$ cat src/rtl/booth_mult_seq_if.sv
`default_nettype none
// ============================================================================
//  booth_mult_seq_if
//  Request/response bundle for the sequential Booth multiplier.
//  Revision: 1.0 - initial release
// ============================================================================
interface booth_mult_seq_if #(
  parameter int MBITS = 16,
  parameter int NBITS = 16
);
  logic                   start;
  logic                   tc;
  logic [MBITS-1:0]       mpd;
  logic [NBITS-1:0]       mpr;
  logic [MBITS+NBITS-1:0] prod;
  logic                   busy;
  logic                   done;

  modport master (output start, tc, mpd, mpr, input prod, busy, done);
  modport slave  (input start, tc, mpd, mpr, output prod, busy, done);
endinterface
`default_nettype wire

$ cat src/rtl/booth_mult_seq.sv
`default_nettype none
// ============================================================================
//  booth_mult_seq
//  Sequential radix-2 Booth multiplier, signed/unsigned per operation.
//  Optional macro BOOTH_MULT_EARLY_EXIT_EN: collapse trailing no-op steps.
//  Revision: 1.0 - initial release
// ============================================================================
module booth_mult_seq #(
  parameter int MBITS = 16,
  parameter int NBITS = 16
) (
  input  logic             clk,
  input  logic             rst_n,
  booth_mult_seq_if.slave  bus
);

  localparam int c_PW = MBITS + NBITS;
  localparam int c_CW = $clog2(NBITS + 2);
  localparam logic [c_CW-1:0] c_N_TC = c_CW'(NBITS);
  localparam logic [c_CW-1:0] c_N_UN = c_CW'(NBITS + 1);

  localparam logic [1:0] c_S_IDLE = 2'd0;
  localparam logic [1:0] c_S_CALC = 2'd1;
  localparam logic [1:0] c_S_DONE = 2'd2;

  logic [1:0]      r_state;
  logic [1:0]      w_state_nxt;
  logic [MBITS:0]  r_a;
  logic [MBITS:0]  r_m;
  logic [NBITS:0]  r_q;
  logic            r_qm1;
  logic            r_tc;
  logic [c_CW-1:0] r_cnt;
  logic [c_PW-1:0] r_prod;

  logic [MBITS:0]  w_sum;
  logic [MBITS:0]  w_a_nxt;
  logic [NBITS:0]  w_q_nxt;
  logic            w_qm1_nxt;
  logic            w_last;
  logic [c_PW-1:0] w_prod_fin;
  logic            w_busy;
  logic            w_done;

`ifdef BOOTH_MULT_EARLY_EXIT_EN
  logic            w_uniform;
  logic signed [c_PW+2:0] w_sh;
`endif

  // One Booth step: add/sub on the {Q[0], q-1} pair, then arithmetic shift.
  always_comb begin
    case ({r_q[0], r_qm1})
      2'b01:   w_sum = r_a + r_m;
      2'b10:   w_sum = r_a - r_m;
      default: w_sum = r_a;
    endcase
    {w_a_nxt, w_q_nxt, w_qm1_nxt} = {w_sum[MBITS], w_sum, r_q};
    w_last = (r_cnt == c_CW'(1));
`ifdef BOOTH_MULT_EARLY_EXIT_EN
    // Unconsumed bits sit in Q[r_cnt-1:0]; if they all match q-1 no add/sub remains.
    w_uniform = 1'b1;
    for (int i = 0; i <= NBITS; i++) begin
      if ((i < int'(r_cnt)) && (r_q[i] != r_qm1)) begin
        w_uniform = 1'b0;
      end
    end
    w_sh = $signed({r_a, r_q, r_qm1}) >>> r_cnt;
    if (w_uniform) begin
      {w_a_nxt, w_q_nxt, w_qm1_nxt} = w_sh;
      w_last = 1'b1;
    end
`endif
  end

  // Signed runs take one step fewer, so the product sits one bit higher.
  always_comb begin
    if (r_tc) begin
      w_prod_fin = {w_a_nxt[MBITS-1:0], w_q_nxt[NBITS:1]};
    end else begin
      w_prod_fin = {w_a_nxt[MBITS-2:0], w_q_nxt};
    end
  end

  always_ff @(posedge clk or negedge rst_n) begin
    if (!rst_n) begin
      r_state <= c_S_IDLE;
    end else begin
      r_state <= w_state_nxt;
    end
  end

  always_comb begin
    w_state_nxt = r_state;
    case (r_state)
      c_S_IDLE: if (bus.start) w_state_nxt = c_S_CALC;
      c_S_CALC: if (w_last)    w_state_nxt = c_S_DONE;
      c_S_DONE: w_state_nxt = c_S_IDLE;
      default:  w_state_nxt = c_S_IDLE;
    endcase
  end

  always_comb begin
    w_busy = (r_state == c_S_CALC);
    w_done = (r_state == c_S_DONE);
  end

  always_ff @(posedge clk or negedge rst_n) begin
    if (!rst_n) begin
      r_a    <= '0;
      r_m    <= '0;
      r_q    <= '0;
      r_qm1  <= 1'b0;
      r_tc   <= 1'b0;
      r_cnt  <= '0;
      r_prod <= '0;
    end else begin
      case (r_state)
        c_S_IDLE: begin
          if (bus.start) begin
            r_m   <= {bus.tc & bus.mpd[MBITS-1], bus.mpd};
            r_q   <= {bus.tc & bus.mpr[NBITS-1], bus.mpr};
            r_a   <= '0;
            r_qm1 <= 1'b0;
            r_tc  <= bus.tc;
            r_cnt <= bus.tc ? c_N_TC : c_N_UN;
          end
        end
        c_S_CALC: begin
          r_a   <= w_a_nxt;
          r_q   <= w_q_nxt;
          r_qm1 <= w_qm1_nxt;
          r_cnt <= r_cnt - c_CW'(1);
          if (w_last) begin
            r_prod <= w_prod_fin;
          end
        end
        default: ;
      endcase
    end
  end

  assign bus.prod = r_prod;
  assign bus.busy = w_busy;
  assign bus.done = w_done;

endmodule
`default_nettype wire

$ cat src/flat_wrapper.sv
// flat-port wrapper written by rule: the top's interface ports become plain ports
module booth_mult_seq_flat 
#(
  parameter int MBITS = 16,
  parameter int NBITS = 16
)
  (clk, rst_n, bus_start, bus_tc, bus_mpd, bus_mpr, bus_prod, bus_busy, bus_done);
  booth_mult_seq_if #(.MBITS(MBITS), .NBITS(NBITS)) bus_i ();
  input  logic clk;
  input  logic rst_n;
  input wire logic [$bits(bus_i.start)-1:0] bus_start;
  input wire logic [$bits(bus_i.tc)-1:0] bus_tc;
  input wire logic [$bits(bus_i.mpd)-1:0] bus_mpd;
  input wire logic [$bits(bus_i.mpr)-1:0] bus_mpr;
  output wire logic [$bits(bus_i.prod)-1:0] bus_prod;
  output wire logic [$bits(bus_i.busy)-1:0] bus_busy;
  output wire logic [$bits(bus_i.done)-1:0] bus_done;
  assign bus_i.start = bus_start;
  assign bus_i.tc = bus_tc;
  assign bus_i.mpd = bus_mpd;
  assign bus_i.mpr = bus_mpr;
  assign bus_prod = bus_i.prod;
  assign bus_busy = bus_i.busy;
  assign bus_done = bus_i.done;
  booth_mult_seq #(.MBITS(MBITS), .NBITS(NBITS)) u_core (.clk(clk), .rst_n(rst_n), .bus(bus_i));
endmodule
$ cat config.mk
export PLATFORM = sky130hd
export DESIGN_NAME = booth_mult_seq_flat
export DESIGN_NICKNAME = d
export VERILOG_FILES = /design/src/rtl/booth_mult_seq_if.sv /design/src/rtl/booth_mult_seq.sv /design/src/flat_wrapper.sv
export SDC_FILE = /design/constraint.sdc
export NUM_CORES = 1
export LEC_CHECK = 0
export ABC_AREA = 1
export CAP_MARGIN = 25
export CELL_PAD_IN_SITES_DETAIL_PLACEMENT = 0
export CELL_PAD_IN_SITES_GLOBAL_PLACEMENT = 1
export CORE_UTILIZATION = 41
export DETAILED_ROUTE_END_ITERATION = 8
export PLACE_DENSITY_LB_ADDON = 0.1
export SYNTH_ARGS = -nofsm -noshare
export SYNTH_HDL_FRONTEND = slang
export SYNTH_SLANG_ARGS = --single-unit
export TNS_END_PERCENT = 1
$ cat constraint.sdc
create_clock -name clk -period 3.15 [get_ports clk]
set_input_delay 0.315 -clock clk [delete_from_list [all_inputs] [get_ports clk]]
set_output_delay 0.315 -clock clk [all_outputs]
set_load 0.1 [all_outputs]
* Word level (Yosys, flattened, before mapping)
Cells that the tools add are included.
Word-level totals: flip-flop bits (word level) 92, bits of input ports 36, output and inout bits 34, logic and storage cells 40
Cells by class: add/sub/neg operators 3, equal/unequal tests 7, muxes and demuxes 14, bitwise gates (word level) 2, reduce and logical (&&, ||, !) cells 6
Operator list (number):
- $pmux 17 s2 | 3
- $mux 17 | 2
- $mux 32 | 1
- $add 17x17->17 | 1
- $sub 17x17->17 | 1
- $pmux 5 s2 | 1
- $reduce_and 2->1 | 4
- $eq 5x1->1 const B | 1
- $mux 5 | 1
- $sub 5x1->5 const B | 1
- $eq 2x1->1 const B | 2
- $eq 2x2->1 const B | 2
- $mux 2 | 2
- $pmux 2 s2 | 1
- $and 1x1->1 | 2
- $logic_not 2->1 | 1
- $mux 1 | 2
- $ne 2x1->1 const B | 1
- $ne 2x2->1 const B | 1
- $pmux 1 s2 | 1
- $reduce_bool 2->1 | 1

* Depth between registers and ports, before layout
word-level depth 3, mapped depth 24, depth with buffers taken out 24

* Least setup slack after synthesis
No wires, ideal clock.
path kind reg-to-reg, start register u_core.r_m[0], end register u_core.r_prod[31] (netlist: u_core.bus.prod[31]), setup time 0.120 ns, data arrival time 2.472 ns, data required time 3.030 ns, slack 0.558 ns, stages on the path, launching flop included 20, path buffers 0, period minus slack after synthesis 2.592 ns, cell sequence dfrtp_1 inv_1 ha_1 nand2_1 o31ai_1 o21ai_0 xnor2_1 ha_1 inv_1 nor3_2 and2_1 nand2_1 nand2_1 nand2_1 nand3_2 nand3_1 nand2_1 inv_1 nand2_1 nand2_1
Between the ends: word-level cells in the longest chain between the ends 3, elaborated cells on any way between the ends 4, those cells by class add/sub (2); mux (2)
RTL lines:
- from (decl) | RTL line booth_mult_seq.sv:29 | logic [MBITS:0] r_m;
- from (signal assigned) | RTL line booth_mult_seq.sv:120 | r_m <= {bus.tc & bus.mpd[MBITS-1], bus.mpd};
- $sub 17x17->17 / $add 17x17->17 (equally long branches) | RTL line booth_mult_seq.sv:54, booth_mult_seq.sv:53
- $pmux 17 s2 (*) | RTL line booth_mult_seq.sv:52 | case ({r_q[0], r_qm1})
- $mux 32 (*) | RTL line booth_mult_seq.sv:77 | if (r_tc) begin
- to (signal assigned) | RTL line booth_mult_seq.sv:134 | r_prod <= w_prod_fin;
- to (decl) | RTL line booth_mult_seq.sv:34 | logic [c_PW-1:0] r_prod;
Mark *: on every way between the ends. The rest lies on a longest branch, timed or not. A chain may end at the register's enable or synchronous reset.

* Worst setup path after layout
Same ends and word-level chain as after synthesis.

==> metrics <==
CTS tree=yes; RSZ-0062 raised after global routing=false; CP required=3.39 ns; final setup fails=0; Iteration-0 DRC Markers=270; RR Endpoint=u_core.bus.prod[31]$_DFFE_PN0P_; failing checks=hold timing; ranking of synthesized cells by area=dfrtp_1, nand2_1, ha_1; TritonCTS buffer count=9; Buf+Inv Stages, Crit Path=3; io pins=70; Mapped Nets=about 790; largest net degree at the start of global routing=between 90 and 100; dpl hpwl=about 10000 microns; Detail Route Antenna Nets=0; Startpoint Class=register; post-route clock period utilization=91.95%; Max Cap Violations=0; vias in the first global route=between 4000 and 5000; Avg Synthesized Cell Area=7.315 sq um; Slew @ Worst Pin=roughly 1 ns; reg2reg path depth=21; slew margin rel.=roughly 33%; GRT Total Usage=a little under a quarter; endpoints failing hold=11; fraction of the yosys area taken by sequential cells=42.41%; drt first pass iters=4; Worst-path clk slew=0.07 ns; crit end category=register; arrival time worst endpoint=around 3.1 ns; Post-Synthesis Cell Area=around 5400 sq um; setup_tns=0 ns; FF/Latch Area=2277 sq um; Core Region=12670 sq um; crit-path max cell delay=between 0.3 and 0.4 ns; drt wl/cell=around 15 microns; most frequent cell after synthesis=nand2_1; area growth from synthesis to layout=23.26%; first-pass GRT wire length=23530 microns; Setup Skew=0.005247 ns; Clock Latency Late Sink=~0.35 ns; chip height=116.4 microns; Commonest cells post-synth=nand2_1, dfrtp_1, inv_1; Multi-input gate area=about 2800 sq um; post-synthesis cell count=roughly 730; Root Buffer=clkbuf_16; cell taking the most area after synthesis=dfrtp_1; Remaining Overflow, GRT=0; EDFF count, synth=0; cell area after layout=between 6000 and 7000 sq um; dpl cell area=about 6200 sq um; Hold Slack=-0.03808 ns; Synth cell types=41; fillers=between 1000 and 1500; Max Buffers Root-to-Sink=2; diodes inserted=0; worst-path cell chain=inv_2 > nand3_1 > nor2_2 > nand3_2 > nor3_2 > nand2_1 > nand2_2 > xnor2_1 > inv_1 > ha_4 > nand2_1 > inv_1 > nand2_1 > nor3_4 > a21oi_1 > nand2_1 > nand3_1 > nand2_1 > nand3_1 > nand2_1 > nand2_1; fraction of layout cells with a size suffix above 1=about 8.2%; async set or reset register ratio after synthesis=between 90% and 100%; final slew viol count=0; status=finished, violations left; WL final=between 10000 and 15000 microns; Slowest cell on crit path=dfrtp_1; Setup CP Type=register to register; prevailing post-synth register cell=dfrtp_1; Reg2Reg Launch Point=u_core.r_m[0]$_DFFE_PN0P_; Yosys top cell area share=between 40% and 50%; Max Fclk=~0.35 GHz; Worst Path Max Fanout=6; Top cell by count, worst path=nand2_1; DIE AREA=about 14000 sq um; CTS Sinks=slightly above 90; port buffer count=about 70; FF-to-FF setup slack=approximately 0.25 ns; DRC Markers=0; num rows=41; Die X=116.4 microns; fin crit period=roughly 2.9 ns; Yosys reg bits=between 90 and 100; NumNets Final=between 800 and 900; Placer Congestion=around 0.84; starting density of the core=between 40 and 50%; HP Class=input port to asynchronous set/reset pin; Vias/cell=approximately 5; cell family with most CP delay=simple AND/OR/NAND/NOR gates; routed via count=between 4000 and 5000; CTS H-tree depth=3; Post-CTS Hold Fix Bufs=0; Synth warnings=0; antenna violations before repair=0
-- state kept, by name, indices dropped and copies added (netlist names) --
register	count
u_core.r_a	16
u_core.r_tc	1
u_core.r_q	17
u_core.bus.prod	32
u_core.r_state	2
u_core.r_m	17
u_core.r_cnt	5
u_core.r_qm1	1
-- layout by cell type, fill, tap and decap left out, drive strengths merged, types with 2 or more instances in the layout --
cell and count:
a21o 2, a21oi 24, a22o 3, a31oi 15, and2 2, buf 15
bufinv 2, clkbuf 10, clkdlybuf4s50 66, clkinv 2, dfrtp 91, ha 20
inv 73, nand2 277, nand3 51, nand3b 2, nand4 2, nor2 51
nor3 3, nor4 2, o211ai 6, o21ai 48, o21bai 4, o22ai 5
or2 6, xnor2 7, xor2 7
-- timing repair --
action / in CTS / in global routing
buffers inserted: 0 / 2
setup endpoints to repair: 0 / 10
resized for setup: 0 / 20
-- cell type report --
type | count | share of cell area, %
tap | 172 | 3.252
multi-input combinational | 543 | 41.67
sequential | 91 | 34.41
inverter | 73 | 4.178
timing repair buffer | 81 | 11.87
clock buffer | 10 | 3.460
clock inverter | 4 | 1.153
-- stage by stage --
stage | hold WS, ns | util (%) | instances | setup WS (ns)
2_1_floorplan | 0.01941 | - | 734 | 0.5583
3_3_place_gp | 0.4033 | 49.15 | 958 | 0.1731
3_5_place_dp | 0.4045 | 49.15 | 958 | 0.1175
4_1_cts | 0.03355 | 51.56 | 972 | 0.06163
5_1_grt | 0.01901 | 52.23 | 974 | 0.003325
6_report | -0.03808 | 52.23 | 974 | 0.2536
-- cell families (layout without fill, tap and decap cells) --
family	count (synthesis)	count (layout)	share of synthesized area [%]
fa+ha+maj	21	21	5.034
xor+xnor	14	14	2.284
compound gates	111	111	12.17
buf+inv	100	168	7.481
mux	1	1	0.1864
flops	91	91	42.41
simple gates	396	396	30.44
-- how the worst max path moves through the flow --
stage	slack, ns	from	cells after the start	to
global route	0.003	u_core.r_m[0]$_DFFE_PN0P_	22	u_core.bus.prod[31]$_DFFE_PN0P_
global placement	0.17	u_core.r_m[0]$_DFFE_PN0P_	19	u_core.bus.prod[31]$_DFFE_PN0P_
finish	0.25	u_core.r_m[0]$_DFFE_PN0P_	21	u_core.bus.prod[31]$_DFFE_PN0P_
CTS	0.06	u_core.r_m[0]$_DFFE_PN0P_	19	u_core.bus.prod[31]$_DFFE_PN0P_
floorplan	0.56	u_core.r_m[0]$_DFFE_PN0P_	19	u_core.bus.prod[31]$_DFFE_PN0P_
detailed placement	0.12	u_core.r_m[0]$_DFFE_PN0P_	19	u_core.bus.prod[31]$_DFFE_PN0P_
-- layer usage --
| metal | track usage, % | vias up | routed length [microns] |
|---|---|---|---|
| met5 | 0 | - | 0 |
| met4 | 6.667 | 0 | 161 |
| met3 | 3.477 | 12 | 400 |
| met2 | 39.57 | 67 | 6944 |
| met1 | 29.61 | 2299 | 6648 |
| li1 | - | 2492 | - |
Power is not shown: default switching activity piles up to over one toggle a cycle in this logic, so the estimate is an artifact.
==> RTL change 1 (same flow settings) <==
The option `BOOTH_MULT_EARLY_EXIT_EN` is turned on by a define.
--- a/src/rtl/booth_mult_seq.sv
+++ b/src/rtl/booth_mult_seq.sv
@@ -6,4 +6,6 @@
 //  Revision: 1.0 - initial release
 // ============================================================================
+`define BOOTH_MULT_EARLY_EXIT_EN
+
 module booth_mult_seq #(
   parameter int MBITS = 16,
Behaviour: not the same (a bounded check fails within 4 cycles, from zero or initial values and one cycle with rst_n low).
==> RTL change 1 against the unedited design <==
  * Area after synthesis rose by 48%
  * Fmax down 3.6%
  * Utilization is 0.63 points lower
  * Count of clock-buffer cells in the layout decreased by 1
  * Sequential share of layout area is 11 points lower
  * Critical path depth decreased by 3
  * Design area is 47% higher
  * Worst setup slack got worse by 0.11 ns
  * Sequential cell count grew 1
  * Routed wire length rose by 100%
  * Non-clock buffer count rose by 51
  * Largest cell class unchanged
  * Highest routed layer unchanged
Power is not shown: default switching activity piles up to over one toggle a cycle in this logic, so the estimate is an artifact.
==> RTL change 1: results (changes against the unedited design) <==
[metrics] largest net degree at the start of global routing: 70 (-24%)
[metrics] post-synthesis share of cell area spent on xor and xnor gates: 0.0287 (+0.00584)
[metrics] layout cells sized above 1: 0.121 (+0.0382)
[metrics] overall via count from detail_route: 8740 (+79%)
[metrics] GR met3 Demand/Resource: 0.0493 (+0.0145)
[metrics] total placed instance area: 0.00905 mm^2 (+45%)
[metrics] cts bufs inserted: 9 (unchanged)
[metrics] largest cells by area after synthesis: dfrtp_1, nand2_1, nand3_1
[metrics] fraction of synthesized area in multiplexers: 0.0113 (+0.00948)
[metrics] met1 Resource Use GR: 0.466 (+0.170)
[metrics] worst hold path class: input port to asynchronous set/reset pin
[metrics] GR Layer Usage met2: 0.418 (+0.0220)
[metrics] kind of cell adding the most delay to the critical path: simple AND/OR/NAND/NOR gates
[metrics] final core area utilization: 0.516 (-0.00632)
[metrics] total wire length: 28700 um (+100%)
[metrics] maximum fanout along the worst path: 4 (-2)
[metrics] synthesized-area fraction occupied by adder cells: 0.0340 (-0.0163)
[metrics] result of the run: finished clean
[metrics] global-route wire length before repair: 45100 um (+91%)
[metrics] filler instances: 2005 (+52%)
[metrics] total routing usage reported by global routing: 0.297 (+0.0682)
[metrics] Tightest Pin Transition: 0.973 ns (-0.0282 ns)
[metrics] met2 routed WL: 11700 um (+69%)
[metrics] fraction of registers with async set/reset: 1.00 (unchanged)
[metrics] half-perimeter wire length after placement: 22100 um (+120%)
[metrics] number of antenna violations at the first check in global routing: 0 (unchanged)
[metrics] detailed-routing wirelength on met1: 14500 um (+120%)
[metrics] flip-flop count of the largest register, all copies and words added: 32 (unchanged)
[metrics] ys flop type: dfrtp_1
[metrics] total inserted antenna cells: 0 (unchanged)
[metrics] met3 layer wire length in the routed design: 2090 um (+420%)
[metrics] setup clock skew after layout: 0.0110 ns (+0.00578 ns)
[metrics] sequential-to-total area share from yosys stat: 0.290 (-0.134)
[metrics] Net count, final: 1421 (+66%)
[metrics] maximum buffer depth of the clock tree: 2 (unchanged)
[metrics] clock-pin transition on the worst setup and hold timing paths: 0.08 ns
[metrics] synthesized-area fraction occupied by ao, oa, aoi and oai cells: 0.158 (+0.0367)
[metrics] vias in the first global route: 8025 (+67%)
[metrics] highest layer used for signal routing: met4
[metrics] Register-to-Register Path Depth: 18 (-14%)
[metrics] distinct cell type count of the synthesized netlist: 41 (unchanged)
[metrics] gpl congestion: 0.953 (+14%)
[metrics] post-synthesis net count: 1348 (+70%)
[metrics] count of TritonRoute iterations in the first routing pass: 5 (+1)
[metrics] most instantiated cells after synthesis: nand2_1, nand3_1, o21ai_0
[metrics] data arrival at the endpoint of the critical path: 3.29 ns (+0.16 ns)
[metrics] longest individual stage delay on the worst path: 0.43 ns (+0.04 ns)
[metrics] DRT iter0 DRCs: 840 (+210%)
[RTL change 1: cell types whose count changed in the layout (fill, tap and decap cells not counted), sizes merged, moves of 14 or more]
cell    change
nand2     +197
nand3     +112
o21ai      +96
buf        +51
nor2       +32
inv        +28
a21oi      +24
o211ai     +16
a31oi      -14
[RTL change 1: final cells by class]
type / count / area share
well taps: 260 / 0.0335
repair inverters: 1 / 0.000515
clock inverters: 7 / 0.00773
inverters: 101 / 0.0397
flip-flops and latches: 92 / 0.237
clock buffers: 9 / 0.0232
multi-input cells: 1027 / 0.536
repair buffers: 132 / 0.122
[RTL change 1: metrics by stage]
stage	setup TNS [ns]	hold slack [ns]	cells	setup slack (ns)
6_report	0	0.0446	1629	0.145
3_3_place_gp	0	0.461	1604	0.0145
3_5_place_dp	-0.0826	0.465	1604	-0.0315
2_1_floorplan	0	0.0194	1291	0.0368
5_1_grt	-0.610	0.131	1629	-0.0921
4_1_cts	0	0.0918	1620	0.0325
[RTL change 1: final timing paths]
path	startpoint	endpoint	slack [ns]
min in group clk	u_core.bus.prod[16]	u_core.bus.prod[16]	0.48
worst max register to register	u_core.r_m[2]	u_core.r_a[10]	0.15
worst min-delay path	rst_n	u_core.bus.prod[26]	0.04
worst max-delay path	u_core.r_m[2]	u_core.r_a[10]	0.15
max in group asynchronous	rst_n	u_core.r_q[12]	2.29
worst min register to register	u_core.bus.prod[16]	u_core.bus.prod[16]	0.48
[RTL change 1: repair_timing]
| action | CTS | global route |
|---|---|---|
| endpoints found under the hold margin | 0 | 0 |
| gates resized for setup | 1 | 75 |
| gates cloned | 0 | 1 |
| buffers inserted | 0 | 8 |
| pin swaps | 0 | 37 |
| endpoints found under the setup margin | 5 | 23 |
==> RTL change 2 (same flow settings) <==
Without the edit above. Reset style: synchronous (`rst_n`), changed in 2 clocked blocks.
--- a/src/rtl/booth_mult_seq.sv
+++ b/src/rtl/booth_mult_seq.sv
@@ -82,5 +82,5 @@
   end
 
-  always_ff @(posedge clk or negedge rst_n) begin
+  always_ff @(posedge clk) begin
     if (!rst_n) begin
       r_state <= c_S_IDLE;
@@ -105,5 +105,5 @@
   end
 
-  always_ff @(posedge clk or negedge rst_n) begin
+  always_ff @(posedge clk) begin
     if (!rst_n) begin
       r_a    <= '0;
Function: differs if rst_n is asserted again (counterexample within 4 cycles, from zero or initial values and one cycle with rst_n low); with rst_n held inactive, the same outputs for 10 cycles.
==> RTL change 2 against the unedited design <==
  * Worst setup slack lost 0.038 ns
  * Sequential cell count is the same
  * Via count grew 6.9%
  * Area after synthesis shrank 2.3%
  * Design area shrank 2.5%
  * Routed wire length grew 2.3%
  * Die area shrank 2.2%
Power is left out: it rests on default switching activity, and per cell area and clock period it moved more than threefold.
==> RTL change 2: results (changes against the unedited design) <==
[metrics] gpl congestion: 0.932 (+11%)
[metrics] total placed instance area: 0.00610 mm^2 (-2.1%)
[metrics] pre-CTS worst setup slack: 0.158 ns (+0.0405 ns)
[metrics] overall via count from detail_route: 5204 (+6.9%)
[metrics] RR Endpoint: u_core.bus.prod[28]
[metrics] Net count, final: 906 (+5.8%)
[metrics] result of the run: finished clean
[metrics] startpoint of the worst-slack reg-to-reg timing path: u_core.r_m[1]
[metrics] FF-to-FF setup slack: 0.22 ns (-0.04 ns)
[metrics] DRT iter0 DRCs: 341 (+26%)
[metrics] fraction of registers with async set/reset: 0 (-1.00)
[metrics] global-route wire length before repair: 23700 um (+0.85%)
[metrics] vias in the first global route: 4890 (+1.8%)
[metrics] total wire length: 14500 um (+2.3%)
[metrics] setup clock skew after layout: 0.00798 ns (+0.00273 ns)
[metrics] Register-to-Register Path Depth: 18 (-14%)
[metrics] ys flop type: dfxtp_1
[metrics] post-synthesis net count: 850 (+7.5%)
[metrics] sequential-to-total area share from yosys stat: 0.347 (-0.0769)
[metrics] total routing usage reported by global routing: 0.229 (about the same)
[metrics] most instantiated cells after synthesis: nand2_1, dfxtp_1, inv_1
[metrics] layout cells sized above 1: 0.0914 (+0.00915)
[metrics] fraction of synthesized area in multiplexers: 0 (-0.00186)
[metrics] relative max-transition margin: 0.335 (+0.00405)
[metrics] synthesized-area fraction occupied by adder cells: 0.0515 (+0.00118)
[metrics] post-synthesis share of cell area spent on xor and xnor gates: 0.0250 (+0.00220)
[metrics] largest cells by area after synthesis: dfxtp_1, nand2_1, inv_1
[metrics] half-perimeter wire length after placement: 10600 um (+4.1%)
[metrics] worst hold path class: register to register
==> RTL change 2: timing repair <==
| item | CTS | global route |
|---|---|---|
| resized for setup | 0 | 14 |
| setup buffers | 0 | 2 |
| endpoints found under the setup margin | 0 | 8 |
==> RTL change 2: through the flow <==
stage	utilization	std cells
finish	0.526	1021
global route	0.526	1021
CTS	0.521	1019
detailed placement	0.497	1004
global placement	0.495	1003
floorplan	-	793
==> RTL change 2: cells by family after synthesis <==
| family | count (synthesis) |
|---|---|
| and+or+nand+nor | 382 |
| buffers and inverters | 122 |
| AOI/OAI and AO/OA | 162 |
| xor gates and xnor gates | 15 |
| DFF | 91 |
| adders and majority gates | 21 |
==> RTL change 2: cell type report <==
cell class	instances	area (um^2)	area share
clock buffer	10	229	0.0355
multi-input combinational	580	3000	0.465
clock inverter	5	60.1	0.00931
sequential	91	1820	0.282
timing repair buffer	83	811	0.126
inverter	84	318	0.0492
tap	168	210	0.0326
==> RTL change 2: how the worst max path moves through the flow <==
stage | start | end | slack (ns) | depth (start not counted)
6_report | u_core.r_m[1] | u_core.bus.prod[28] | 0.22 | 18
5_1_grt | u_core.r_qm1 | u_core.r_a[15] | -0.02 | 21
4_1_cts | u_core.r_m[1] | u_core.bus.prod[28] | 0.14 | 18
3_5_place_dp | u_core.r_m[1] | u_core.bus.prod[28] | 0.16 | 18
3_3_place_gp | u_core.r_m[0] | u_core.bus.prod[31] | 0.23 | 18
2_1_floorplan | u_core.r_qm1 | u_core.bus.prod[31] | 0.45 | 24
==> RTL change 2: per-layer routing <==
metal / global-route usage / wire (um)
met1: 0.300 / 6770
met2: 0.385 / 6990
met3: 0.0332 / 517
met4: 0.0788 / 212
met5: 0 / 0
==> RTL change 2: worst max-delay path: stages (launching register included) <==
cell and delay (ns):
dfxtp_1 0.33, inv_1 0.09, ha_1 0.19, nand2_1 0.13, o21ai_4 0.22, o21ai_2 0.12
o31ai_2 0.20, xor2_1 0.20, ha_2 0.34, nand2_1 0.07, nand2_1 0.06, o21bai_1 0.16
nor2_2 0.12, nand2_1 0.05, nand2_1 0.05, nand3_1 0.12, o211ai_1 0.12, nand3_1 0.12
a21oi_1 0.17
